<file path="src/rtl/pc_npc_sequencer.sv">
// SPARC front-end PC/nPC sequencer: next-PC selection, delayed transfers,
// delay-slot annulment, trap redirection and JMPL target alignment check.
`timescale 1ns/1ps
module pc_npc_sequencer #(
  parameter int ADDR_WIDTH = 32,
  parameter int INC        = 4,
  parameter int RESET_PC   = 0,
  parameter int ALIGN_BITS = 2
) (
  input  logic                  clk,
  input  logic                  clr,
  input  logic                  le,
  input  logic                  trap_req,
  input  logic [ADDR_WIDTH-1:0] trap_vec,
  input  logic                  jmpl,
  input  logic                  call,
  input  logic                  br_taken,
  input  logic                  br_annul,
  input  logic                  br_always,
  input  logic [ADDR_WIDTH-1:0] alu_out,
  input  logic [ADDR_WIDTH-1:0] ta,
  output logic [ADDR_WIDTH-1:0] pc,
  output logic [ADDR_WIDTH-1:0] npc,
  output logic                  annul_slot,
  output logic [1:0]            src_sel,
  output logic                  misalign_err
);

  localparam logic [ADDR_WIDTH-1:0] INC_W   = ADDR_WIDTH'(INC);
  localparam logic [ADDR_WIDTH-1:0] RESET_W = ADDR_WIDTH'(RESET_PC);

  localparam logic [1:0] SRC_SEQ  = 2'b00;
  localparam logic [1:0] SRC_TA   = 2'b01;
  localparam logic [1:0] SRC_ALU  = 2'b10;
  localparam logic [1:0] SRC_TRAP = 2'b11;

  logic [ADDR_WIDTH-1:0] pc_q, pc_d;
  logic [ADDR_WIDTH-1:0] npc_q, npc_d;
  logic                  annul_q, annul_d;
  logic [1:0]            src_q, src_d;
  logic                  err_q, err_d;

  logic jmpl_e_s, call_e_s, taken_e_s, annul_e_s, misaligned_s;

  // An annulled instruction contributes no control transfer; traps are never masked.
  assign jmpl_e_s     = jmpl      & ~annul_q;
  assign call_e_s     = call      & ~annul_q;
  assign taken_e_s    = br_taken  & ~annul_q;
  assign annul_e_s    = br_annul  & ~annul_q;
  assign misaligned_s = |alu_out[ALIGN_BITS-1:0];

  // Next-state selection: trap > jmpl > call/taken branch > sequential.
  always_comb begin
    pc_d    = pc_q;
    npc_d   = npc_q;
    annul_d = annul_q;
    src_d   = src_q;
    err_d   = 1'b0;
    if (le) begin
      if (trap_req) begin
        pc_d    = trap_vec;
        npc_d   = trap_vec + INC_W;
        annul_d = 1'b0;
        src_d   = SRC_TRAP;
      end else if (jmpl_e_s) begin
        src_d = SRC_ALU;
        if (misaligned_s) begin
          err_d = 1'b1;
        end else begin
          pc_d    = npc_q;
          npc_d   = alu_out;
          annul_d = 1'b0;
        end
      end else if (call_e_s || taken_e_s) begin
        pc_d    = npc_q;
        npc_d   = ta;
        src_d   = SRC_TA;
        annul_d = br_annul & br_always & ~call;
      end else begin
        // Not-taken branch with the annul bit squashes its delay slot.
        pc_d    = npc_q;
        npc_d   = npc_q + INC_W;
        src_d   = SRC_SEQ;
        annul_d = annul_e_s;
      end
    end else begin
      err_d = 1'b0;
    end
  end

  // State registers with asynchronous active-low clear.
  always_ff @(posedge clk or negedge clr) begin
    if (!clr) begin
      pc_q    <= RESET_W;
      npc_q   <= RESET_W + INC_W;
      annul_q <= 1'b0;
      src_q   <= SRC_SEQ;
      err_q   <= 1'b0;
    end else begin
      pc_q    <= pc_d;
      npc_q   <= npc_d;
      annul_q <= annul_d;
      src_q   <= src_d;
      err_q   <= err_d;
    end
  end

  assign pc           = pc_q;
  assign npc          = npc_q;
  assign annul_slot   = annul_q;
  assign src_sel      = src_q;
  assign misalign_err = err_q;

endmodule

</file>
<file path="config.mk">
export PLATFORM = sky130hd
export DESIGN_NAME = pc_npc_sequencer
export DESIGN_NICKNAME = d
export VERILOG_FILES = /design/src/rtl/pc_npc_sequencer.sv
export SDC_FILE = /design/constraint.sdc
export NUM_CORES = 1
export LEC_CHECK = 0
export BUFFER_PORTS_ARGS = -buffer_cell sky130_fd_sc_hd__buf_2
export CAP_MARGIN = 20
export CORE_MARGIN = 2
export CORE_UTILIZATION = 46
export DETAILED_ROUTE_END_ITERATION = 8
export HOLD_SLACK_MARGIN = 0.1
export PLACE_DENSITY = 0.76
export SLEW_MARGIN = 25
export SYNTH_ARGS = -nofsm -noshare
export SYNTH_HDL_FRONTEND = slang
export SYNTH_SLANG_ARGS = --single-unit
</file>
<file path="constraint.sdc">
create_clock -name clk -period 3.1 [get_ports clk]
set_input_delay 0.465 -clock clk [delete_from_list [all_inputs] [get_ports clk]]
set_output_delay 0.465 -clock clk [all_outputs]
set_load 0.01 [all_outputs]
</file>
* After elaboration in Yosys (flattened, before gate mapping)
Cells that the tools add are included.
** Operators by class
- Add/sub/neg operators :: 2
- Equal/unequal tests :: 1
- Muxes and demuxes :: 18
- Bitwise operators :: 8
- Reductions and logical operators :: 3
** Operators by type and width (number)
- $mux W32 :: 7
- $add A32 B3 Y32 const B :: 2
- $mux W1 :: 9
- $and A1 B1 Y1 :: 6
- $mux W2 :: 2
- $ne A3 B3 Y1 const B :: 1
- $not A1 Y1 :: 2
- $reduce_and A2 Y1 :: 1
- $reduce_or A2 Y1 :: 1
- $logic_or A1 B1 Y1 :: 1
** Storage, ports and cells
- Bits in registers :: 68
- Input bits :: 105
- Output and inout bits :: 68
- Logic and storage cells :: 37

* Longest topological paths before layout
Gate-level depths: netlist of the first run.
- Depth in word-level cells :: 6
- Gate-level depth with buffers :: 9

* Least setup slack after synthesis of the first run
No wires, ideal clock.
- Kind :: register to register
- Start :: register npc_q[2], in the netlist npc[2]
- End :: register npc_q[20], in the netlist npc[20]
- Setup time :: 0.087 ns
- Arrival :: 1.743 ns
- Data required time :: 3.013 ns
- Setup slack :: 1.270 ns
- Stages on the path, launching flop included :: 7
- Clock period less this slack :: 1.830 ns
- Cells stage by stage :: dfstp_2 > ha_1 > nand2_4 > nor4_4 > nand4b_1 > and3_1 > o211ai_1
** Between the ends
- Word-level cells in the longest chain between the ends :: 4
** RTL lines
- start, declared :: RTL line 38 : logic [ADDR_WIDTH-1:0] npc_q, npc_d;
- start signal, assigned :: RTL line 95 : npc_q <= RESET_W + INC_W;
- start signal, assigned :: RTL line 101 : npc_q <= npc_d;
- $add A32 B3 Y32 :: RTL line 82 : npc_d = npc_q + INC_W;
- $mux W32 :: RTL line 74 : end else if (call_e_s || taken_e_s) begin
- $mux W32 :: RTL line 65 : end else if (jmpl_e_s) begin
- $mux W32 :: RTL line 60 : if (trap_req) begin
Every way passes these cells.
A chain may end at the register's enable or synchronous reset.

* Worst setup path in the final report of the first run
- Start :: register annul_q, in the netlist annul_slot
- End :: register npc_q[9], in the netlist npc[9]
** Between the ends
- Word-level cells in the longest chain between the ends :: 6
** RTL lines
- start, declared :: RTL line 39 : logic annul_q, annul_d;
- start signal, assigned :: RTL line 102 : annul_q <= annul_d;
- $not A1 Y1 * :: RTL line 46, 47, 48
- $and A1 B1 Y1, on equally long branches :: RTL line 47, 48
- $logic_or A1 B1 Y1 :: RTL line 74
- $mux W32 :: RTL line 74
- $mux W32 :: RTL line 65
- $mux W32 :: RTL line 60
Every way passes the cells marked *; elsewhere a longest branch is shown, timed or not.

==> results.toml, run 1 <==
[synth]
synth_edf_count = 0
yosys.area_share.simple_pct = 26.5
synthArstFlopShare_pct = 100
synthXorXnorAreaFrac_pct = 6.55
synth_nets = 712
synth_top_family_by_area = "simple AND/OR/NAND/NOR gates"
synthAdderAreaFrac_pct = 0.506
yosysUniqueCellTypes = 62
netlist_area_um2 = 4940
syn_inst = 605
ys_ff_latch = 68
synth_compound_area_share_pct = 20.9
synthMuxAreaShare_pct = 6.91
yosysSeqAreaShare_pct = 34.4
syn_avg_cell_area_um2 = 8.17
synth_ff_type = "dfrtp_1"
yosys_warnings = 0

[grt]
grt_pass1_vias = 5278
grt_max_degree = 39
grt_overflow = 0
grt_use_total_pct = 31.4
antenna_found_initial = 0
grt_pass1_wl_um = 28200

[timing]
rsz0062_at_grt = "false"
relSlewSlack_pct = 48.0
fin_skew_ps = 7.38
period_needed_ps = 2280
tns_ps = 0
holdWs_ps = 177
fin_crit_sh_pct = 73.6
fmax_mhz = 438
finalSetupViolCount = 0
fin_ws_ps = 819
worstMarginPinSlew_ps = 780
slew_viol_final = 0
finalHoldViolCount = 0

[final_layout]
layout_common_cells = "buf_2, nand2_1, dfrtp_1"
final_layout_size_suffix_gt1_share_pct = 28.9
antenna_cells = 0
final_nets = 869
fillers = 952
syn_to_final_growth_pct = 24.5
layout_commonest_cell = "buf_2"

[setup_path]
critPathMaxFanout = 18
start_kind = "flop"
cpPeakStageDelay_ps = 530
crit_arrival_ps = 2500
slowest_stage = "a2111oi_0"
setup.worst_path.end_class = "flop"
path_buf_inv = 1
cp.required_ps = 3320
cp_top_family = "compound AO/OA/AOI/OAI gates"
crit_type = "flop to flop"
worstPathCellList = "nand2b_1 -> buf_4 -> and3_1 -> a2111oi_0 -> a21oi_1"

[floorplanning]
core_um2 = 10400
fp-row-count = 37
die_x_um = 108
die_y_um = 108
io_pins = 173
floorplan.initialDensity_pct = 47.7
dieArea_um2 = 11600

[clock_network]
clock_latency_ps = 360
post_cts_buffers = 0
clock-sinks = 68
clockBufferDepth = 2
clk_pin_slew_ps = 70
cts_tree = "done"
cts_buffers = 9
root_buffer = "clkbuf_8"
hold_buffers = 0
cts_max_level = 3
post_cts_resized = 0

[placed_design]
place_ws_ps = 672
gp_congestion = 0.960
hpwl_um = 13300
io_buffer_count = 172

[drt]
vias_per_cell = 6.15
dr_total_vias = 5549
wirelength_um = 18000
final_antenna_net_count = 0
drtIter0Drc = 585
routedWlPerCell_um = 19.9
first_pass_iters = 6
drc = 0

[power]
leakage_nw = 2.78
p_total_mw = 2.87
powerDensity_nw_per_um2 = 466
vdd_drop_max_v = 0.000234

[run]
cap_viol_max_count = 0

[worst_hold_path]
holdCritPathClass = "primary input to async pin"

[outcome]
status = "completed"
Yosys cell counts (8+ instances only):
| cell | count | area share [%] |
|---|---|---|
| and3_1 | 16 | 2.0 |
| nor3_1 | 17 | 1.7 |
| nor2_1 | 35 | 2.7 |
| xor2_1 | 18 | 3.2 |
| nand3_1 | 33 | 3.3 |
| a211oi_1 | 8 | 1.2 |
| o21ai_0 | 63 | 6.4 |
| clkbuf_1 | 20 | 1.5 |
| mux2i_1 | 33 | 6.7 |
| o22ai_1 | 12 | 1.5 |
| buf_2 | 22 | 2.2 |
| nand2_1 | 82 | 6.2 |
| xnor2_1 | 19 | 3.4 |
| a21oi_1 | 35 | 3.5 |
| dfrtp_1 | 67 | 34 |
| nand4_1 | 25 | 3.2 |
sequential cells by signal, summed over array words and instances, names as in the netlist:
signal and flops:
npc 32, pc 32, src_sel 2, annul_slot 1, misalign_err 1
final timing paths:
path                            startpoint         end  slack, ps  cells after the start
worst max-delay path            annul_slot      npc[9]        820                      5
worst min-delay path                   clr      pc[18]        180                      1
worst max register to register  annul_slot      npc[9]        820                      5
worst min register to register      pc[24]      pc[24]        480                      2
max in group asynchronous              clr      npc[2]       2180                      2
min in group clk                  br_annul  annul_slot        360                      3
cell families (layout without fill, tap and decap cells):
kind of cell | count (synthesis) | after routing
muxes | 34 | 34
buffers and inverters | 48 | 210
and+or+nand+nor | 248 | 248
adders and majority gates | 2 | 2
AOI/OAI and AO/OA | 168 | 168
xor gates and xnor gates | 37 | 37
DFF | 68 | 68
area by class of cell:
| cell class | count | area, um^2 | area share (%) |
|---|---|---|---|
| multi-input combinational | 489 | 3050 | 49.5 |
| clock buffer | 14 | 143 | 2.32 |
| clock inverter | 2 | 60.1 | 0.976 |
| sequential | 68 | 1700 | 27.7 |
| inverter | 5 | 18.8 | 0.305 |
| timing repair buffer | 189 | 1010 | 16.5 |
| tap | 136 | 170 | 2.76 |
per-layer routing:
metal	vias up	GRT usage (%)	routed length, um
met4	0	12.3	395
li1	2543	-	-
met3	33	4.96	1700
met5	-	0	0
met2	325	49.9	8380
met1	2648	42.8	7530
metrics by stage:
stage          util [%]  instances  instance area (um^2)
3_3_place_gp       57.4        887                  5950
2_1_floorplan         -        605                  4940
3_5_place_dp       57.4        887                  5950
4_1_cts            59.4        903                  6160
5_1_grt            59.4        903                  6160
6_report           59.4        903                  6160
where the power goes:
part	switching, mW	internal, mW	total, mW
Sequential	0.181	1.03	1.21
Combinational	0.497	0.353	0.850
Clock	0.354	0.456	0.810
Total	1.03	1.84	2.87
No activity file was read; power rests on OpenSTA's default activity.
==> run 2: changes to the inputs <==
--- a/config.mk
+++ b/config.mk
@@ -11,7 +11,7 @@
 export CORE_UTILIZATION = 46
 export DETAILED_ROUTE_END_ITERATION = 8
 export HOLD_SLACK_MARGIN = 0.1
-export PLACE_DENSITY = 0.76
+export PLACE_DENSITY = 0.79
 export SLEW_MARGIN = 25
 export SYNTH_ARGS = -nofsm -noshare
 export SYNTH_HDL_FRONTEND = slang
==> constraint.sdc (replaced) <==
create_clock -name clk -period 1.85 [get_ports clk]
set_input_delay 0.2775 -clock clk [delete_from_list [all_inputs] [get_ports clk]]
set_output_delay 0.2775 -clock clk [all_outputs]
set_load 0.01 [all_outputs]
==> run 2 against run 1 <==
Compared with the run above: via count increased by 6.4%; critical path depth unchanged; cell area increased by 12%; clock power increased by 73%; sequential share of layout area decreased by 3.0 points; register-to-register slack got worse by 780 ps; sequential power increased by 59%; utilization increased by 7.3 points; maximum frequency increased by 26%; critical endpoint is now npc[29]; largest power group unchanged; highest routed layer unchanged.
==> results.toml, run 2 (synthesis gave the netlist of run 1 again) <==
[outcome]
status = "completed"

[setup_path]
crit_start = "annul_slot"
critPathMaxFanout = 8
rrSetupSlack_ps = 40
crit_arrival_ps = 2060
reg2regPathDepth = 5
setup.worst_path.end_class = "flop"
r2r-start = "annul_slot"
rr_endpoint = "npc[29]"
crit_type = "flop to flop"
cp.required_ps = 2110
start_kind = "flop"

[clock_network]
cts_max_level = 3
root_buffer = "clkbuf_8"
cts_buffers = 9
clock_latency_ps = 370
clk_pin_slew_ps = 80
cts_tree = "done"
clockBufferDepth = 2
clock-sinks = 68

[floorplanning]
io_pins = 173
die_x_um = 108
floorplan.initialDensity_pct = 47.7
die_y_um = 108
fp-row-count = 37
dieArea_um2 = 11600
core_um2 = 10400

[final_layout]
syn_to_final_growth_pct = 39.8
final_nets = 950
antenna_cells = 0
layout_commonest_cell = "buf_2"
final_layout_size_suffix_gt1_share_pct = 38.2
layout_common_cells = "buf_2, buf_4, nand2_1"

[drt]
drc = 0
vias_per_cell = 6.00
routedWlPerCell_um = 19.7
drtIter0Drc = 499
wirelength_um = 19400
final_antenna_net_count = 0
first_pass_iters = 5
dr_total_vias = 5905

[timing]
slew_viol_final = 0
finalSetupViolCount = 0
fin_crit_sh_pct = 97.7
worstMarginPinSlew_ps = 631
finalHoldViolCount = 0
relSlewSlack_pct = 57.8
fin_skew_ps = 9.92
rsz0062_at_grt = "true"
holdWs_ps = 167
fmax_mhz = 553
period_needed_ps = 1810

[placed_design]
io_buffer_count = 172
hpwl_um = 14400
gp_congestion = 0.973

[worst_hold_path]
worstHoldPathCells = 3
worstHoldStart = "br_annul"
holdCritPathClass = "primary input to flop"
holdPathEnd = "annul_slot"

[grt]
grt_use_total_pct = 33.1
antenna_found_initial = 0
grt_overflow = 0
grt_max_degree = 69
grt_pass1_wl_um = 29400
grt_pass1_vias = 5599

[power]
powerDensity_nw_per_um2 = 740
p_total_mw = 5.12
leakage_nw = 3.21
vdd_drop_max_v = 0.000357

[run]
cap_viol_max_count = 0
## run 2: changes by cell type in the layout (fill, tap and decap cells not counted), moves of 3 or more
cell and delta:
nor3_2 +4, a41oi_2 +3, clkbuf_1 -5, nor3_1 -4, a41oi_1 -3, buf_4 +78
clkbuf_8 +4
## run 2: repair_timing
item,4_1_cts,5_1_grt
hold endpoints to repair,67,0
endpoints found under the setup margin,3,32
pin swaps,2,14
setup buffers,1,7
hold buffers,1,0
gates resized for setup,2,25
## run 2: cell type report
cell class                 instances  area, um^2
sequential                        68        1700
multi-input combinational        489        3160
timing repair buffer             270        1640
tap                              136         170
fill                             906        3460
clock buffer                      13         179
inverter                           5        18.8
clock inverter                     3        42.5
## run 2: report_power, final
part           total [mW]  internal [mW]  leakage [nW]  switching (mW)
Sequential           1.92           1.72         0.804           0.202
Combinational        1.79          0.771          2.30            1.02
Clock                1.40          0.769         0.112           0.633
Total                5.12           3.26          3.21            1.86
## run 2: how the worst max path moves through the flow
stage	slack, ps	depth (start not counted)	end
2_1_floorplan	20	6	npc[20]
3_3_place_gp	-50	7	npc[13]
3_5_place_dp	-30	6	npc[20]
4_1_cts	2	8	npc[25]
5_1_grt	-30	8	npc[31]
6_report	40	5	npc[29]
## run 2: metrics by stage
step	area, um^2	util, %	TNS (ps)	instances	worst slack [ps]
2_1_floorplan	4940	-	0	605	20.0
3_3_place_gp	6490	62.6	-73.1	959	-48.1
3_5_place_dp	6490	62.6	-62.7	959	-33.5
4_1_cts	6740	65.0	0	977	2.28
5_1_grt	6910	66.6	-82.3	984	-31.8
6_report	6910	66.6	0	984	41.9
## run 2: metal layers
metal  up-vias  global-route usage, %  share of wire [%]
met5         -                      0                  0
met4         0                   13.2                1.9
met3        32                   4.96                9.2
met2       362                   50.5                 45
met1      2812                   46.9                 43
li1       2699                      -                  -
## run 2: worst max-delay path: stages, from the launching register on
cell      delay (ps)
dfrtp_2          470
nand2b_2         280
and3_1           210
a211oi_2         320
o31ai_4          120
a211o_1          300
